### src/rtl/bsg_manycore_trace_injector_pkg.sv
// rtl/bsg_manycore_trace_injector_pkg.sv - shared types, op encodings and FSM states for the trace injector
//
// Provides:
//   `BSG_DECLARE_MANYCORE_PACKET_S        forward packet struct (bsg_manycore_packet_s)
//   `BSG_DECLARE_MANYCORE_RETURN_PACKET_S return packet struct (bsg_manycore_return_packet_s)
//   `BSG_DECLARE_MANYCORE_TRACE_ENTRY_S   trace entry struct (bsg_manycore_trace_entry_s)
//   package bsg_manycore_trace_injector_pkg: op encodings, FSM state codes, width helpers
`ifndef BSG_MANYCORE_TRACE_INJECTOR_PKG_MACROS
`define BSG_MANYCORE_TRACE_INJECTOR_PKG_MACROS

`define BSG_DECLARE_MANYCORE_PACKET_S(addr_w, data_w, x_w, y_w, lid_w) \
  typedef struct packed { \
    logic [1:0]              op; \
    logic [(data_w)/8-1:0]   op_ex; \
    logic [(addr_w)-1:0]     addr; \
    logic [(data_w)-1:0]     payload; \
    logic [(lid_w)-1:0]      load_id; \
    logic [(y_w)-1:0]        src_y_cord; \
    logic [(x_w)-1:0]        src_x_cord; \
    logic [(y_w)-1:0]        y_cord; \
    logic [(x_w)-1:0]        x_cord; \
  } bsg_manycore_packet_s

`define BSG_DECLARE_MANYCORE_RETURN_PACKET_S(data_w, x_w, y_w, lid_w) \
  typedef struct packed { \
    logic [1:0]              pkt_type; \
    logic [(data_w)-1:0]     data; \
    logic [(lid_w)-1:0]      load_id; \
    logic [(y_w)-1:0]        y_cord; \
    logic [(x_w)-1:0]        x_cord; \
  } bsg_manycore_return_packet_s

`define BSG_DECLARE_MANYCORE_TRACE_ENTRY_S(addr_w, data_w, x_w, y_w) \
  typedef struct packed { \
    logic                    last; \
    logic [1:0]              op; \
    logic [(data_w)/8-1:0]   op_ex; \
    logic [(addr_w)-1:0]     addr; \
    logic [(data_w)-1:0]     data; \
    logic [(y_w)-1:0]        y_cord; \
    logic [(x_w)-1:0]        x_cord; \
  } bsg_manycore_trace_entry_s

`endif

package bsg_manycore_trace_injector_pkg;

  typedef enum logic [1:0] {
    e_op_load   = 2'd0,
    e_op_store  = 2'd1,
    e_op_remote = 2'd2
  } bsg_manycore_op_e;

  localparam logic [2:0] s_idle  = 3'd0;
  localparam logic [2:0] s_fetch = 3'd1;
  localparam logic [2:0] s_send  = 3'd2;
  localparam logic [2:0] s_drain = 3'd3;
  localparam logic [2:0] s_done  = 3'd4;

  function automatic int packet_width(input int addr_w, input int data_w, input int x_w,
                                      input int y_w, input int lid_w);
    return 2 + data_w / 8 + addr_w + data_w + lid_w + 2 * (x_w + y_w);
  endfunction

  function automatic int return_packet_width(input int data_w, input int x_w, input int y_w,
                                             input int lid_w);
    return 2 + data_w + lid_w + x_w + y_w;
  endfunction

  function automatic int trace_entry_width(input int addr_w, input int data_w, input int x_w,
                                           input int y_w);
    return 3 + data_w / 8 + addr_w + data_w + x_w + y_w;
  endfunction

endpackage

### src/rtl/bsg_manycore_credit_counter.sv
// rtl/bsg_manycore_credit_counter.sv - saturating up/down credit counter for link initiators
//
// Ports:
//   clk_i, reset_n_i  clock, asynchronous active-low reset (count resets to max_val_p)
//   up_i              credit returned
//   down_i            credit consumed
//   count_o           credits currently available
module bsg_manycore_credit_counter #(
  parameter int max_val_p = 16,
  parameter int width_lp  = $clog2(max_val_p + 1)
) (
  input  logic                clk_i,
  input  logic                reset_n_i,
  input  logic                up_i,
  input  logic                down_i,
  output logic [width_lp-1:0] count_o
);

  localparam logic [width_lp-1:0] max_lp = width_lp'(max_val_p);

  logic [width_lp-1:0] count_r;

  // Simultaneous up and down cancel; either direction clamps at its limit.
  always_ff @(posedge clk_i or negedge reset_n_i) begin
    if (!reset_n_i) begin
      count_r <= max_lp;
    end else if (up_i && !down_i) begin
      if (count_r != max_lp) count_r <= count_r + width_lp'(1);
    end else if (down_i && !up_i) begin
      if (count_r != '0) count_r <= count_r - width_lp'(1);
    end
  end

  assign count_o = count_r;

  always @(posedge clk_i) begin
    if (reset_n_i) begin
      assert (!(up_i && !down_i && count_r == max_lp));
      assert (!(down_i && !up_i && count_r == '0));
    end
  end

endmodule

### src/rtl/bsg_manycore_trace_injector.sv
// rtl/bsg_manycore_trace_injector.sv - trace-driven manycore link initiator with credit tracking
//
// Optional logging: define BSG_MANYCORE_TRACE_INJECTOR_LOG_EN.
// Ports:
//   clk_i, reset_n_i          clock, asynchronous active-low reset
//   my_x_i, my_y_i            own coordinates, placed in the packet's return address
//   trace_v_i/trace_entry_i   incoming trace entries, accepted with trace_ready_o
//   pkt_v_o/pkt_data_o        forward packet, handshaken with pkt_ready_i
//   ret_v_i/ret_data_i        return packets, ret_ready_o high once out of reset
//   credits_o                 outstanding-request credits available
//   done_o                    last entry issued and all credits returned
module bsg_manycore_trace_injector
  import bsg_manycore_trace_injector_pkg::*;
#(
  parameter int addr_width_p           = 28,
  parameter int data_width_p           = 32,
  parameter int x_cord_width_p         = 4,
  parameter int y_cord_width_p         = 4,
  parameter int load_id_width_p        = 5,
  parameter int max_out_credits_p      = 16,
  parameter int packet_width_lp        = packet_width(addr_width_p, data_width_p, x_cord_width_p,
                                                      y_cord_width_p, load_id_width_p),
  parameter int return_packet_width_lp = return_packet_width(data_width_p, x_cord_width_p,
                                                             y_cord_width_p, load_id_width_p),
  parameter int trace_entry_width_lp   = trace_entry_width(addr_width_p, data_width_p,
                                                           x_cord_width_p, y_cord_width_p),
  parameter int credit_width_lp        = $clog2(max_out_credits_p + 1)
) (
  input  logic                              clk_i,
  input  logic                              reset_n_i,
  input  logic [x_cord_width_p-1:0]         my_x_i,
  input  logic [y_cord_width_p-1:0]         my_y_i,
  input  logic                              trace_v_i,
  input  logic [trace_entry_width_lp-1:0]   trace_entry_i,
  output logic                              trace_ready_o,
  output logic                              pkt_v_o,
  output logic [packet_width_lp-1:0]        pkt_data_o,
  input  logic                              pkt_ready_i,
  input  logic                              ret_v_i,
  input  logic [return_packet_width_lp-1:0] ret_data_i,
  output logic                              ret_ready_o,
  output logic [credit_width_lp-1:0]        credits_o,
  output logic                              done_o
);

  `BSG_DECLARE_MANYCORE_PACKET_S(addr_width_p, data_width_p, x_cord_width_p, y_cord_width_p, load_id_width_p);
  `BSG_DECLARE_MANYCORE_TRACE_ENTRY_S(addr_width_p, data_width_p, x_cord_width_p, y_cord_width_p);

  localparam logic [credit_width_lp-1:0] max_credits_lp = credit_width_lp'(max_out_credits_p);

  bsg_manycore_trace_entry_s entry;
  bsg_manycore_packet_s      pkt_r, pkt_n;
  logic [2:0]                state_r;
  logic                      last_r;
  logic [load_id_width_p-1:0] load_id_r;
  logic [credit_width_lp-1:0] credits;
  logic                      accept, send;

  assign entry = bsg_manycore_trace_entry_s'(trace_entry_i);

  assign trace_ready_o = (state_r == s_fetch) && (credits != '0);
  assign accept        = trace_v_i && trace_ready_o;
  assign pkt_v_o       = (state_r == s_send);
  assign send          = pkt_v_o && pkt_ready_i;
  assign ret_ready_o   = (state_r != s_idle);
  assign done_o        = (state_r == s_done);
  assign pkt_data_o    = pkt_r;
  assign credits_o     = credits;

  // Only loads consume a load id; other ops carry zero in that field.
  always_comb begin
    pkt_n            = '0;
    pkt_n.op         = entry.op;
    pkt_n.op_ex      = entry.op_ex;
    pkt_n.addr       = entry.addr;
    pkt_n.payload    = entry.data;
    pkt_n.load_id    = (entry.op == e_op_load) ? load_id_r : '0;
    pkt_n.src_y_cord = my_y_i;
    pkt_n.src_x_cord = my_x_i;
    pkt_n.y_cord     = entry.y_cord;
    pkt_n.x_cord     = entry.x_cord;
  end

  always_ff @(posedge clk_i or negedge reset_n_i) begin
    if (!reset_n_i) begin
      state_r   <= s_idle;
      pkt_r     <= '0;
      last_r    <= 1'b0;
      load_id_r <= '0;
    end else begin
      case (state_r)
        s_idle: state_r <= s_fetch;
        s_fetch: begin
          if (accept) begin
            pkt_r   <= pkt_n;
            last_r  <= entry.last;
            if (entry.op == e_op_load) load_id_r <= load_id_r + load_id_width_p'(1);
            state_r <= s_send;
          end
        end
        s_send: begin
          if (pkt_ready_i) state_r <= last_r ? s_drain : s_fetch;
        end
        s_drain: begin
          if (credits == max_credits_lp) state_r <= s_done;
        end
        s_done:  state_r <= s_done;
        default: state_r <= s_idle;
      endcase
    end
  end

  bsg_manycore_credit_counter #(
    .max_val_p(max_out_credits_p),
    .width_lp (credit_width_lp)
  ) credit_counter (
    .clk_i    (clk_i),
    .reset_n_i(reset_n_i),
    .up_i     (ret_v_i),
    .down_i   (send),
    .count_o  (credits)
  );

  // Return contents matter only to the optional log.
  logic unused_ret_data;
  assign unused_ret_data = ^ret_data_i;

  // A stalled packet must stay valid with identical contents until taken.
  logic                 hold_q;
  bsg_manycore_packet_s hold_pkt_q;

  always_ff @(posedge clk_i or negedge reset_n_i) begin
    if (!reset_n_i) hold_q <= 1'b0;
    else            hold_q <= pkt_v_o && !pkt_ready_i;
  end

  always_ff @(posedge clk_i) begin
    hold_pkt_q <= pkt_r;
  end

  always @(posedge clk_i) begin
    if (reset_n_i && hold_q) begin
      assert (pkt_v_o && (pkt_r == hold_pkt_q));
    end
  end

`ifdef BSG_MANYCORE_TRACE_INJECTOR_LOG_EN
  `BSG_DECLARE_MANYCORE_RETURN_PACKET_S(data_width_p, x_cord_width_p, y_cord_width_p, load_id_width_p);
  bsg_manycore_return_packet_s ret_pkt;
  int unsigned log_sent, log_cycles;
  logic        log_done_printed;

  assign ret_pkt = bsg_manycore_return_packet_s'(ret_data_i);

  always @(negedge clk_i or negedge reset_n_i) begin
    if (!reset_n_i) begin
      log_sent         <= 0;
      log_cycles       <= 0;
      log_done_printed <= 1'b0;
    end else begin
      log_cycles <= log_cycles + 1;
      if (send) begin
        log_sent <= log_sent + 1;
        $display("->{%0d,%0h %0h,%0h,YX={%0d,%0d->%0d,%0d}}",
                 pkt_r.op, pkt_r.op_ex, pkt_r.addr, pkt_r.payload,
                 pkt_r.src_y_cord, pkt_r.src_x_cord, pkt_r.y_cord, pkt_r.x_cord);
      end
      if (ret_v_i) begin
        $display("<-c(YX=%0d,%0d) credits=%0d",
                 ret_pkt.y_cord, ret_pkt.x_cord, credits);
      end
      if (done_o && !log_done_printed) begin
        log_done_printed <= 1'b1;
        $display("done: sent=%0d cycles=%0d", log_sent, log_cycles);
      end
    end
  end
`endif

endmodule

### config.mk
export PLATFORM = sky130hd
export DESIGN_NAME = bsg_manycore_trace_injector
export DESIGN_NICKNAME = d
export VERILOG_FILES = /design/src/rtl/bsg_manycore_trace_injector_pkg.sv /design/src/rtl/bsg_manycore_credit_counter.sv /design/src/rtl/bsg_manycore_trace_injector.sv
export SDC_FILE = /design/constraint.sdc
export NUM_CORES = 1
export LEC_CHECK = 0
export ABC_CLOCK_PERIOD_IN_PS = 2450
export BUFFER_PORTS_ARGS = -buffer_cell sky130_fd_sc_hd__buf_2
export CAP_MARGIN = 40
export CORE_ASPECT_RATIO = 1.75
export CORE_UTILIZATION = 44
export CTS_CLUSTER_DIAMETER = 50
export DETAILED_ROUTE_END_ITERATION = 8
export MAX_ROUTING_LAYER = met4
export PLACE_DENSITY = 0.88
export SLEW_MARGIN = 40
export SYNTH_ARGS = -nofsm -noshare
export SYNTH_HDL_FRONTEND = slang
export SYNTH_HIERARCHICAL = 1
export SYNTH_SLANG_ARGS = --single-unit
### constraint.sdc
create_clock -name clk_i -period 2.45 [get_ports clk_i]
set_input_delay 0.245 -clock clk_i [delete_from_list [all_inputs] [get_ports clk_i]]
set_output_delay 0.245 -clock clk_i [all_outputs]
set_load 0.03 [all_outputs]
==> key figures <==
Outcome
  • Result of the run: completed

Cells and area
  • NumNets Final: a little over 600
  • Share of layout cells above drive strength 1: roughly 59%
  • Combined area of the multi-input logic cells: 0.00154 mm²
  • Combined flip-flop and latch cell area: 0.00253 mm²
  • Non-filler cells in the finished layout: 595
  • Fill cells: 741
  • Area growth from synthesis to layout: 32.3%
  • Antenna diode count: 0

Global routing
  • Pin count of the biggest net entering global routing: 102
  • All-Layer GR Usage: 18.8%
  • Number of global-route vias before repair: 2930
  • Initial antenna violation count: 0
  • Fraction of met1 tracks used by global routing: between 15 and 20%
  • GR Util met3: 3.37%
  • Leftover overflow at the end of global routing: 0
  • Met2 global-route usage: 33.0%
  • Global-route wire length before repair: between 10000 and 15000 µm
  • Most Used Layer, Global Route: met2

Clock tree
  • Clock input transition at the sequential cells of the worst setup and hold paths: 70 ps
  • CTS tree: yes
  • Number of buffers created by CTS: 9
  • Cell at the root of the clock tree: clkbuf_16
  • H-tree Lvls: 3
  • Post-CTS Repair Setup Buffers: 0
  • Number of buffers between clock root and the deepest sink: 2
  • Total number of clock tree sinks: 101
  • Clock latency at the later pin of the worst-skew pair: 330 ps

STA
  • Final hold viol count: 0
  • Unrepaired setup endpoints after global routing: no
  • Max-slew violation total from the final report: 0
  • Slew Limit Headroom: 62.4%
  • Final setup violation count: 0
  • Fmax: 0.436 GHz
  • Pin slew with the least headroom to its limit: 562 ps
  • Worst Hold Margin: 127 ps
  • Post-Route Skew: roughly 11 ps
  • Final clock period utilization by the worst path: 93.7%
  • Setup Total Neg Slack: 0 ps
  • Fin crit period: 2300 ps

Setup path
  • Cells traversed along the worst timing path: or4_1 -> buf_4 -> o21ai_0 -> nor3_1 -> buf_2
  • CP Class: reg -> out
  • Maximum fanout along the worst path: 7
  • Master of the slowest instance on the critical path: or4_1
  • Delay of the slowest critical-path stage: 580 ps
  • Dominant delay contributor by cell family on the critical path: simple AND/OR/NAND/NOR gates
  • Buffers plus inverters on the worst setup path: 2
  • CP Capture Type: output pin
  • Data arrival, critical path: 2050 ps
  • Critical Path Source Type: register
  • Register-to-register setup slack: 190 ps
  • Data required time of the critical path: ~2200 ps

Synth
  • Sequential cell area fraction in the yosys report: 60.5%
  • Average footprint of a synthesized cell: 14.9 µm²
  • Count of cell types in the netlist: 43
  • Synthesized flop and latch total: 101
  • Instance count of the mapped netlist: 280
  • Total nets after synthesis: 421
  • Ys async rst share: between 90% and 100%
  • Number of synthesized flops with an enable pin: 0
  • Leading cell type by number of instances after synthesis: dfrtp_1
  • Post-synth top area share: 59.8%
  • Netlist area before placement: roughly 0.0042 mm²
  • Cell type with the highest aggregate area in the netlist: dfrtp_1
  • Synthesis warning total: 6
  • Most used standard cells in the synthesized netlist: dfrtp_1 (100), mux2_2 (69), mux2_1 (15), nand2_1 (9)
  • Top cells by area in the synthesized netlist: dfrtp_1 (60%), mux2_2 (19%), mux2_1 (4.0%), ha_1 (1.5%), xnor2_1 (1.5%)
  • Top_reg_cell synth: dfrtp_1

Detailed routing
  • Total detailed-routing wirelength: 9160 µm
  • Via density: 5.01
  • Iteration count of the initial detailed-routing pass: 4
  • DRC errors left: 0
  • Total vias in the final route: around 3000
  • DR WL/cell: approximately 15 µm
  • Iteration-0 DRC Markers: 77
  • Post-DRT Antenna Nets: 0

Placement
  • HPWL reported at the end of detailed placement: 6930 µm
  • Global placement routability congestion: 0.746
  • # placed instances: 579
  • Number of buffers inserted by port buffering: 183

Floorplanning
  • Effective utilization at floorplan: between 40% and 50%
  • Vertical extent of the die: 131 µm
  • Number of placed I/O pins: ~230
  • Site Rows: 46
  • Core outline area: 0.00915 mm²
  • DIE AREA: a little under 0.01 mm²
  • Die width: around 76 µm

Power and ir drop
  • PnR Total Power: 8.51 mW
  • Leakage component of the power: 2.75 nW
  • Worst vdd ir: roughly 0.9 mV
  • Areal power density over the cells: 1540 mW/mm²

Flow run
  • Count of maximum capacitance violations: 0

Worst hold path
  • Worst hold path type: in -> reg
[metrics by stage]
| stage | util (%) | instance area [µm²] | setup slack (ps) |
|---|---|---|---|
| 6_report | 60.5 | 5530 | 154 |
| 5_1_grt | 60.5 | 5530 | 17.8 |
| 4_1_cts | 60.4 | 5530 | 146 |
| 3_5_place_dp | 57.5 | 5260 | 158 |
| 3_3_place_gp | 57.5 | 5260 | 236 |
| 2_1_floorplan | - | 4180 | 186 |
[routing by layer]
metal	part of all wire, %	vias to the layer above
met2	57	137
met3	4.3	25
met1	35	1453
li1	-	1366
met4	3.0	0
met5	0	-
[path summary, 6_finish.rpt]
check                                             to  cells after the start                       from
setup / recovery                       trace_ready_o                      5  credit_counter/count_o[3]
hold / removal                        pkt_data_o[45]                      2          trace_entry_i[32]
setup reg to reg           credit_counter/count_o[4]                     10                 state_r[2]
hold reg to reg                       pkt_data_o[40]                      1             pkt_data_o[40]
max in group asynchronous  credit_counter/count_o[4]                      3                  reset_n_i
min in group asynchronous              pkt_data_o[6]                      3                  reset_n_i
[flip-flops by register name, indices dropped and copies added (netlist names)]
name	count
state_r	3
load_id_r	5
pkt_data_o	87
credit_counter/count_o	5
last_r	1
[cell type report]
cell class	count	share of cell area, %
Clock inverter	4	0.475
Sequential cell	101	45.7
Clock buffer	11	4.21
Timing Repair Buffer	193	18.7
Tap cell	120	2.71
Multi-Input combinational cell	159	27.8
Inverter	7	0.475
[what timing repair did]
action,CTS,global route
resized for setup,0,1
setup endpoints to repair,0,1
endpoints found under the hold margin,32,0
hold buffers,1,0
[cells in the final DEF, fill, tap and decap left out, drive strengths merged, types with 3 or more instances in the layout]
cell	count
buf	192
mux2	84
a21oi	4
nor3b	5
o2111ai	3
mux2i	6
clkinv	3
dfrtp	100
ha	5
nor3	4
nand2	9
nor2	5
xnor2	7
clkbuf	11
inv	7
[kinds of logic after synthesis]
family                     after synthesis  synth area share [%]
adders and majority gates                6                  1.97
muxes                                   90                  24.1
DFF                                    101                  60.5
and+or+nand+nor                         37                  5.24
AOI/OAI and AO/OA                       18                  3.71
buffers and inverters                   20                  2.90
xor gates and xnor gates                 8                  1.68
[report_power, final]
group	leakage (nW)	switching, mW	internal [mW]
sequential	1.21	0.463	2.49
clock	0.125	0.551	0.681
combinational	1.42	2.72	1.61
total	2.75	3.73	4.78
(Power assumes the default switching activity.)
